--- config.mk ---
export PLATFORM = sky130hd
export DESIGN_NAME = memory_controller_32_flat
export DESIGN_NICKNAME = d
export VERILOG_FILES = /design/src/rtl/memory_controller_32_if.sv /design/src/rtl/memory_controller_32.sv /design/src/flat_wrapper.sv
export SDC_FILE = /design/constraint.sdc
export NUM_CORES = 1
export LEC_CHECK = 0
export BUFFER_PORTS_ARGS = -buffer_cell sky130_fd_sc_hd__buf_4
export CAP_MARGIN = 20
export CORE_ASPECT_RATIO = 0.7
export CORE_MARGIN = 1
export CORE_UTILIZATION = 30
export DETAILED_ROUTE_END_ITERATION = 6
export PLACE_DENSITY_LB_ADDON = 0.3
export SYNTH_ARGS = -nofsm -noshare
export SYNTH_HDL_FRONTEND = slang
export SYNTH_SLANG_ARGS = --single-unit
--- constraint.sdc ---
create_clock -name clk -period 6.65 [get_ports clk]
set_input_delay 0.665 -clock clk [delete_from_list [all_inputs] [get_ports clk]]
set_output_delay 0.665 -clock clk [all_outputs]
set_load 0.1 [all_outputs]
--- src/rtl/memory_controller_32_if.sv ---
// CPU memory bus between the core (master) and the memory controller (slave).
//   cpu_addr/cpu_wdata : byte address and store data, held while a request is pending
//   cpu_read/cpu_write : request strobes
//   cpu_rdata          : read data, valid while cpu_ready is high in DONE
//   cpu_rdata_oe       : high in DONE of a read, drives the top-level tristate bus
//   cpu_ready          : core advance enable
interface memory_controller_32_if;
    logic [31:0] cpu_addr;
    logic [31:0] cpu_wdata;
    logic        cpu_read;
    logic        cpu_write;
    logic [31:0] cpu_rdata;
    logic        cpu_rdata_oe;
    logic        cpu_ready;

    modport master (
        output cpu_addr, cpu_wdata, cpu_read, cpu_write,
        input  cpu_rdata, cpu_rdata_oe, cpu_ready
    );

    modport slave (
        input  cpu_addr, cpu_wdata, cpu_read, cpu_write,
        output cpu_rdata, cpu_rdata_oe, cpu_ready
    );
endinterface

--- src/rtl/memory_controller_32.sv ---
// Single-port memory/MMIO controller: one CPU read or write at a time to a
// synchronous SRAM (with programmable wait states), a byte-wide TX port or a
// status register. Illegal requests complete normally and set a sticky error.
//   clk, rst              : clock, asynchronous active-high reset
//   bus                   : CPU bus (slave side)
//   ram_addr/ram_wdata    : SRAM word address and write data
//   ram_en/ram_we         : SRAM enable / write enable (one-cycle pulse)
//   ram_rdata             : SRAM read data, valid the cycle after ram_en
//   io_tx_data/valid/ready: transmit byte handshake
//   bus_error             : sticky error flag, cleared by a STATUS write
module memory_controller_32 #(
    parameter int unsigned ADDR_WIDTH  = 16,
    parameter int unsigned WAIT_STATES = 2,
    parameter logic [31:0] MMIO_BASE   = 32'hFFFF_0000
) (
    input  logic                    clk,
    input  logic                    rst,
    memory_controller_32_if.slave   bus,
    output logic [ADDR_WIDTH-3:0]   ram_addr,
    output logic [31:0]             ram_wdata,
    output logic                    ram_en,
    output logic                    ram_we,
    input  logic [31:0]             ram_rdata,
    output logic [7:0]              io_tx_data,
    output logic                    io_tx_valid,
    input  logic                    io_tx_ready,
    output logic                    bus_error
);
    localparam int unsigned DATA_W = 32;
    localparam int unsigned WCNT_W = 4;
    localparam int unsigned WORD_W = ADDR_WIDTH - 2;
    localparam logic [DATA_W-1:0] ERR_DATA    = 32'hDEAD_BEEF;
    localparam logic [DATA_W-1:0] STATUS_ADDR = MMIO_BASE + 32'd4;

    typedef enum logic [2:0] {S_IDLE, S_ACCESS, S_WAIT, S_IO_TX, S_DONE} state_e;
    typedef enum logic [1:0] {C_RAM, C_TX, C_STATUS, C_ERR} cls_e;

    state_e              state_q, state_d;
    cls_e                req_cls_c;
    logic                req_c;
    logic [WORD_W-1:0]   addr_q;
    logic [DATA_W-1:0]   wdata_q;
    logic [DATA_W-1:0]   rdata_q;
    logic                op_read_q;
    logic                op_write_q;
    logic [WCNT_W-1:0]   wait_cnt_q;
    logic                bus_error_q;
    logic                cpu_ready_c;
    logic                rdata_oe_c;

    assign req_c = bus.cpu_read | bus.cpu_write;

    // Request decode, first match wins
    always_comb begin
        req_cls_c = C_ERR;
        if (bus.cpu_read && bus.cpu_write) begin
            req_cls_c = C_ERR;
        end else if (bus.cpu_addr[1:0] != 2'b00) begin
            req_cls_c = C_ERR;
        end else if ((bus.cpu_addr >> ADDR_WIDTH) == 32'd0) begin
            req_cls_c = C_RAM;
        end else if (bus.cpu_addr == MMIO_BASE) begin
            req_cls_c = C_TX;
        end else if (bus.cpu_addr == STATUS_ADDR) begin
            req_cls_c = C_STATUS;
        end
    end

    // State register
    always_ff @(posedge clk or posedge rst) begin
        if (rst) begin
            state_q <= S_IDLE;
        end else begin
            state_q <= state_d;
        end
    end

    // Next-state logic
    always_comb begin
        state_d = state_q;
        case (state_q)
            S_IDLE: begin
                if (req_c) begin
                    case (req_cls_c)
                        C_RAM:   state_d = S_ACCESS;
                        C_TX:    state_d = bus.cpu_write ? S_IO_TX : S_DONE;
                        default: state_d = S_DONE;
                    endcase
                end
            end
            S_ACCESS: state_d = S_WAIT;
            S_WAIT:   if (wait_cnt_q == '0) state_d = S_DONE;
            S_IO_TX:  if (io_tx_ready) state_d = S_DONE;
            S_DONE:   state_d = S_IDLE;
            default:  state_d = S_IDLE;
        endcase
    end

    // Output decode from registered state
    always_comb begin
        ram_en      = 1'b0;
        ram_we      = 1'b0;
        io_tx_valid = 1'b0;
        rdata_oe_c  = 1'b0;
        cpu_ready_c = 1'b0;
        case (state_q)
            S_IDLE:   cpu_ready_c = !req_c;
            S_ACCESS: begin
                ram_en = 1'b1;
                ram_we = op_write_q;
            end
            S_IO_TX:  io_tx_valid = 1'b1;
            S_DONE: begin
                cpu_ready_c = 1'b1;
                rdata_oe_c  = op_read_q;
            end
            default: ;
        endcase
    end

    // Request latch, wait counter, read register and sticky error
    always_ff @(posedge clk or posedge rst) begin
        if (rst) begin
            addr_q      <= '0;
            wdata_q     <= '0;
            rdata_q     <= '0;
            op_read_q   <= 1'b0;
            op_write_q  <= 1'b0;
            wait_cnt_q  <= '0;
            bus_error_q <= 1'b0;
        end else begin
            case (state_q)
                S_IDLE: begin
                    if (req_c) begin
                        addr_q     <= bus.cpu_addr[ADDR_WIDTH-1:2];
                        wdata_q    <= bus.cpu_wdata;
                        op_read_q  <= bus.cpu_read;
                        op_write_q <= bus.cpu_write;
                        case (req_cls_c)
                            C_TX:     rdata_q <= '0;
                            C_STATUS: begin
                                rdata_q <= {{(DATA_W-2){1'b0}}, bus_error_q, io_tx_ready};
                                if (bus.cpu_write) bus_error_q <= 1'b0;
                            end
                            C_ERR: begin
                                rdata_q     <= ERR_DATA;
                                bus_error_q <= 1'b1;
                            end
                            default: ;
                        endcase
                    end
                end
                S_ACCESS: wait_cnt_q <= WCNT_W'(WAIT_STATES);
                S_WAIT: begin
                    // ram_rdata is stable from the cycle after ram_en, so capture on the last wait cycle
                    if (wait_cnt_q == '0) begin
                        if (op_read_q) rdata_q <= ram_rdata;
                    end else begin
                        wait_cnt_q <= wait_cnt_q - WCNT_W'(1);
                    end
                end
                default: ;
            endcase
        end
    end

    assign ram_addr         = addr_q;
    assign ram_wdata        = wdata_q;
    assign io_tx_data       = wdata_q[7:0];
    assign bus_error        = bus_error_q;
    assign bus.cpu_rdata    = rdata_q;
    assign bus.cpu_rdata_oe = rdata_oe_c;
    assign bus.cpu_ready    = cpu_ready_c;
endmodule

--- src/flat_wrapper.sv ---
// flat-port wrapper written by rule: the top's interface ports become plain ports
module memory_controller_32_flat 
#(
    parameter int unsigned ADDR_WIDTH  = 16,
    parameter int unsigned WAIT_STATES = 2,
    parameter logic [31:0] MMIO_BASE   = 32'hFFFF_0000
)
  (clk, rst, ram_addr, ram_wdata, ram_en, ram_we, ram_rdata, io_tx_data, io_tx_valid, io_tx_ready, bus_error, bus_cpu_addr, bus_cpu_wdata, bus_cpu_read, bus_cpu_write, bus_cpu_rdata, bus_cpu_rdata_oe, bus_cpu_ready);
  memory_controller_32_if bus_i ();
  input  logic clk;
  input  logic rst;
  output logic [ADDR_WIDTH-3:0] ram_addr;
  output logic [31:0] ram_wdata;
  output logic ram_en;
  output logic ram_we;
  input  logic [31:0] ram_rdata;
  output logic [7:0] io_tx_data;
  output logic io_tx_valid;
  input  logic io_tx_ready;
  output logic bus_error;
  input wire logic [$bits(bus_i.cpu_addr)-1:0] bus_cpu_addr;
  input wire logic [$bits(bus_i.cpu_wdata)-1:0] bus_cpu_wdata;
  input wire logic [$bits(bus_i.cpu_read)-1:0] bus_cpu_read;
  input wire logic [$bits(bus_i.cpu_write)-1:0] bus_cpu_write;
  output wire logic [$bits(bus_i.cpu_rdata)-1:0] bus_cpu_rdata;
  output wire logic [$bits(bus_i.cpu_rdata_oe)-1:0] bus_cpu_rdata_oe;
  output wire logic [$bits(bus_i.cpu_ready)-1:0] bus_cpu_ready;
  assign bus_i.cpu_addr = bus_cpu_addr;
  assign bus_i.cpu_wdata = bus_cpu_wdata;
  assign bus_i.cpu_read = bus_cpu_read;
  assign bus_i.cpu_write = bus_cpu_write;
  assign bus_cpu_rdata = bus_i.cpu_rdata;
  assign bus_cpu_rdata_oe = bus_i.cpu_rdata_oe;
  assign bus_cpu_ready = bus_i.cpu_ready;
  memory_controller_32 #(.ADDR_WIDTH(ADDR_WIDTH), .WAIT_STATES(WAIT_STATES), .MMIO_BASE(MMIO_BASE)) u_core (.clk(clk), .rst(rst), .bus(bus_i), .ram_addr(ram_addr), .ram_wdata(ram_wdata), .ram_en(ram_en), .ram_we(ram_we), .ram_rdata(ram_rdata), .io_tx_data(io_tx_data), .io_tx_valid(io_tx_valid), .io_tx_ready(io_tx_ready), .bus_error(bus_error));
endmodule
==> tab_implementation.tex <==
\begin{tabular}{lr}
\hline
Metric & Value \\
\hline
\multicolumn{2}{l}{\textbf{Synthesis}} \\
\quad FF+latch count, synth & 88 \\
\quad Library cell occupying the most area in the post-synthesis netlist & sky130\_fd\_sc\_hd\_\_dfrtp\_1 \\
\quad Top cells by area in the synthesized netlist & sky130\_fd\_sc\_hd\_\_dfrtp\_1 58\%, sky130\_fd\_sc\_hd\_\_nand2\_1 17\%, sky130\_fd\_sc\_hd\_\_nor2\_1 3.5\%, sky130\_fd\_sc\_hd\_\_a21oi\_1 2.9\%, sky130\_fd\_sc\_hd\_\_buf\_4 1.6\% \\
\quad Most frequent cells after synthesis & 173 x sky130\_fd\_sc\_hd\_\_nand2\_1, 88 x sky130\_fd\_sc\_hd\_\_dfrtp\_1, 36 x sky130\_fd\_sc\_hd\_\_nor2\_1 \\
\quad Unique masters post-synth & 43 \\
\quad Fraction of synthesis flops using an asynchronous set or reset pin & 1.00 \\
\quad Per-instance average area after synthesis & 8.78 µm² \\
\quad Cell with the most instances after synthesis & sky130\_fd\_sc\_hd\_\_nand2\_1 \\
\quad Share of the yosys chip area belonging to registers & 0.577 \\
\quad Count of yosys warnings during synthesis & 0 \\
\quad Share of Yosys cell area claimed by the top area cell type & 0.577 \\
\quad Post-synth EDFFs & 0 \\
\quad Instance count of the mapped netlist & 435 \\
\quad Post-Synthesis Net Count & 537 \\
\quad Most used flip-flop cell after synthesis & sky130\_fd\_sc\_hd\_\_dfrtp\_1 \\
\quad Netlist area before placement & 3820 µm² \\
\multicolumn{2}{l}{\textbf{Routing}} \\
\quad 1st-pass router iterations & 4 \\
\quad Final wirelength & 10.5 mm \\
\quad Met3 Wirelength & 793 µm \\
\quad Remaining number of nets flagged by the antenna check after routing & 0 \\
\quad Total number of vias & 3523 \\
\quad Met2 routed wirelength & 4.91 mm \\
\quad Via-per-instance ratio & 4.52 \\
\quad Routed met1 length & 4.66 mm \\
\quad Top metal layer carrying routed signals & met4 \\
\quad Number of DRC markers in iteration 0 & 210 \\
\quad Post-route DRC & 0 \\
\quad Routed length per placed instance & 13.5 µm \\
\multicolumn{2}{l}{\textbf{Worst setup path}} \\
\quad Worst Path Arrival & 2960 ps \\
\quad Series of cell instances along the critical path & nor3b\_4, buf\_4, nand2\_1, a221oi\_4, buf\_4, o311a\_2, a31oi\_1 \\
\quad Crit path capture type & register \\
\quad Max Fanout on Critical Path & 41 \\
\quad Critical path required time & 6840 ps \\
\quad Critical path's top delay family & compound AO/OA/AOI/OAI gates \\
\quad Most frequent cell on the critical path & sky130\_fd\_sc\_hd\_\_buf\_4 \\
\quad Kind of start point of the critical path & register \\
\quad Critical path class & register to register \\
\quad Buffer and inverter count on the worst path & 2 \\
\quad Cell with the largest stage delay on the worst path & sky130\_fd\_sc\_hd\_\_o311a\_2 \\
\quad Slowest cell delay on critical path & 570 ps \\
\multicolumn{2}{l}{\textbf{Layout}} \\
\quad Antenna cells & 0 \\
\quad Filler Cell Count & 1225 \\
\quad Seq. cell area & 2200 µm² \\
\quad Fraction of layout cells with a size suffix above 1 & 0.360 \\
\quad Multi-input gate area in the final layout & 1440 µm² \\
\quad Area grow syn2layout & 48.3\% \\
\quad Total number of nets in the final design & 714 \\
\multicolumn{2}{l}{\textbf{GRT}} \\
\quad Via count of the first global-routing pass & 3442 \\
\quad Initial antenna violation count & 0 \\
\quad Remaining Overflow, GRT & 0 \\
\quad First-pass GRT wire length & 16.7 mm \\
\quad Pin count of the biggest net entering global routing & 89 \\
\quad Aggregate global-route resource usage & 0.165 \\
\multicolumn{2}{l}{\textbf{Die}} \\
\quad Die Area & 13200 µm² \\
\quad Row count & 34 \\
\quad Initial core utilization & 0.307 \\
\quad Top-level port count & 193 \\
\quad Die height & 96.4 µm \\
\quad Horizontal die dimension & 137 µm \\
\quad Placeable core area & 12400 µm² \\
\multicolumn{2}{l}{\textbf{Pwr}} \\
\quad Switching share of power & 0.444 \\
\quad Portion of total power attributed to sequential cells & 0.350 \\
\quad Switching component of the power & 786 µW \\
\quad Internal portion of total power & 984 µW \\
\quad Peak ir drop on the vdd network & 0.212 mV \\
\quad Static power due to leakage & 0.00279 µW \\
\quad Pwr Density & 313 nW/µm² \\
\quad Clock group share of total power & 0.263 \\
\quad Part of the power in combinational logic & 0.386 \\
\multicolumn{2}{l}{\textbf{Place}} \\
\quad Routability cong. & 0.803 \\
\quad Quantity of I/O buffers inserted on ports & 192 \\
\quad Sum of net half-perimeters after detailed placement & 7.64 mm \\
\multicolumn{2}{l}{\textbf{Clocking}} \\
\quad CTS Buf Count & 9 \\
\quad Cts repair resizes & 0 \\
\quad Worst skew pair latency & 340 ps \\
\quad CTS tree & built \\
\quad Hold buffer count at cts & 0 \\
\quad Longest Clk Path Bufs & 2 \\
\quad Post-CTS Setup Inserts & 0 \\
\quad Clock root buffer & sky130\_fd\_sc\_hd\_\_clkbuf\_16 \\
\quad Max H-tree Level & 3 \\
\quad Sinks on the clock net & 88 \\
\quad Clock-pin slew reported for the worst setup and hold paths after clock tree synthesis & 60 ps \\
\multicolumn{2}{l}{\textbf{Timing}} \\
\quad Portion of the clock cycle consumed by the worst path in the final layout & 0.416 \\
\quad Clock period minus worst slack & 2770 ps \\
\quad Remaining max-slew budget at the tightest pin & 0.331 \\
\quad Worst-case hold slack & 443 ps \\
\quad Total Neg Setup Slack & 0 ps \\
\quad Transition time at the pin with the least slew margin & 1000 ps \\
\quad Final hold violation count & 0 \\
\quad Setup violations, final & 0 \\
\quad Worst clock skew & 8.10 ps \\
\quad Unrepaired setup endpoints after global routing & no \\
\quad Pins over their slew limit & 0 \\
\quad Highest Clock Rate & 361 MHz \\
\multicolumn{2}{l}{\textbf{Hold path}} \\
\quad Worst hold path class & input port to async pin \\
\multicolumn{2}{l}{\textbf{Run}} \\
\quad MaxCap Viol Count & 0 \\
\multicolumn{2}{l}{\textbf{Outcome}} \\
\quad Outcome & completed \\
\hline
\end{tabular}
cell families (layout without fill, tap and decap cells):
family	count (synthesis)	in the layout	share of synthesized area
compound gates	47	47	0.0747
xor+xnor	2	2	0.00459
fa+ha+maj	1	1	0.00328
buf+inv	43	225	0.0560
flops	88	88	0.577
mux	1	1	0.00295
simple gates	253	253	0.282
flip-flops by register name, summed over array words and instances (netlist names):
signal and cells:
u_core.bus_error 1, u_core.ram_addr 14, u_core.wait_cnt_q 4, u_core.op_read_q 1, u_core.op_write_q 1, u_core.state_q 3, u_core.ram_wdata 32, u_core.bus.cpu_rdata 32
worst min-delay path, cell delays in order:
cell	delay [ps]
sky130_fd_sc_hd__buf_4	110
sky130_fd_sc_hd__clkinv_2	30
sky130_fd_sc_hd__buf_4	410
power groups by stage:
stage,combinational [µW],sequential (µW),clock (µW)
2_1_floorplan,173,973,0
3_3_place_gp,684,627,0
3_5_place_dp,687,629,0
4_1_cts,686,621,484
5_1_grt,712,627,512
6_report,684,620,466
per-stage QoR:
step	cells	utilization	power, µW	setup slack [ps]	instance area [µm²]
2_1_floorplan	435	-	1150	2040	3820
3_3_place_gp	762	0.432	1310	3980	5360
3_5_place_dp	762	0.432	1320	3890	5360
4_1_cts	778	0.453	1790	3870	5630
5_1_grt	779	0.456	1850	3670	5660
6_report	779	0.456	1770	3880	5660
metal layers:
layer | vias up | GRT usage
met5 | - | 0
met4 | 0 | 0.0504
met3 | 10 | 0.0610
met1 | 1660 | 0.208
li1 | 1750 | -
met2 | 103 | 0.264
cells in the final DEF, fill, tap and decap left out, drive strengths merged, types with 2 or more instances in the layout:
cell type and n:
a211oi 2, a21oi 22, a22oi 2, a31oi 4
and2 3, and4 2, buf 197, clkbuf 10
clkinv 4, dfrtp 88, inv 13, nand2 173
nand3 11, nand4 3, nor2 36, nor2b 2
nor3 6, nor3b 2, nor4 7, nor4b 3
o21ai 10, xor2 2
path summary, 6_finish.rpt:
check                                                 start                             endpoint  slack, ps  depth (start not counted)
min in group clk           u_core.ram_wdata[20]$_DFFE_PP0P_     u_core.ram_wdata[20]$_DFFE_PP0P_        480                          2
min                                                     rst      u_core.ram_wdata[2]$_DFFE_PP0P_        440                          3
min reg2reg                u_core.ram_wdata[20]$_DFFE_PP0P_     u_core.ram_wdata[20]$_DFFE_PP0P_        480                          2
max in group asynchronous                               rst        u_core.state_q[2]$_DFFE_PP0P_       5590                          4
max                           u_core.state_q[1]$_DFFE_PP0P_  u_core.bus.cpu_rdata[1]$_DFFE_PP0P_       3880                          7
max reg2reg                   u_core.state_q[1]$_DFFE_PP0P_  u_core.bus.cpu_rdata[1]$_DFFE_PP0P_       3880                          7
cell type report:
type	instances	share of cell area
sequential	88	0.389
timing repair buffer	197	0.265
multi-input combinational	304	0.254
clock buffer	10	0.0405
tap	162	0.0358
inverter	12	0.00818
clock inverter	6	0.00774
Power figures use the tool's default switching activity.
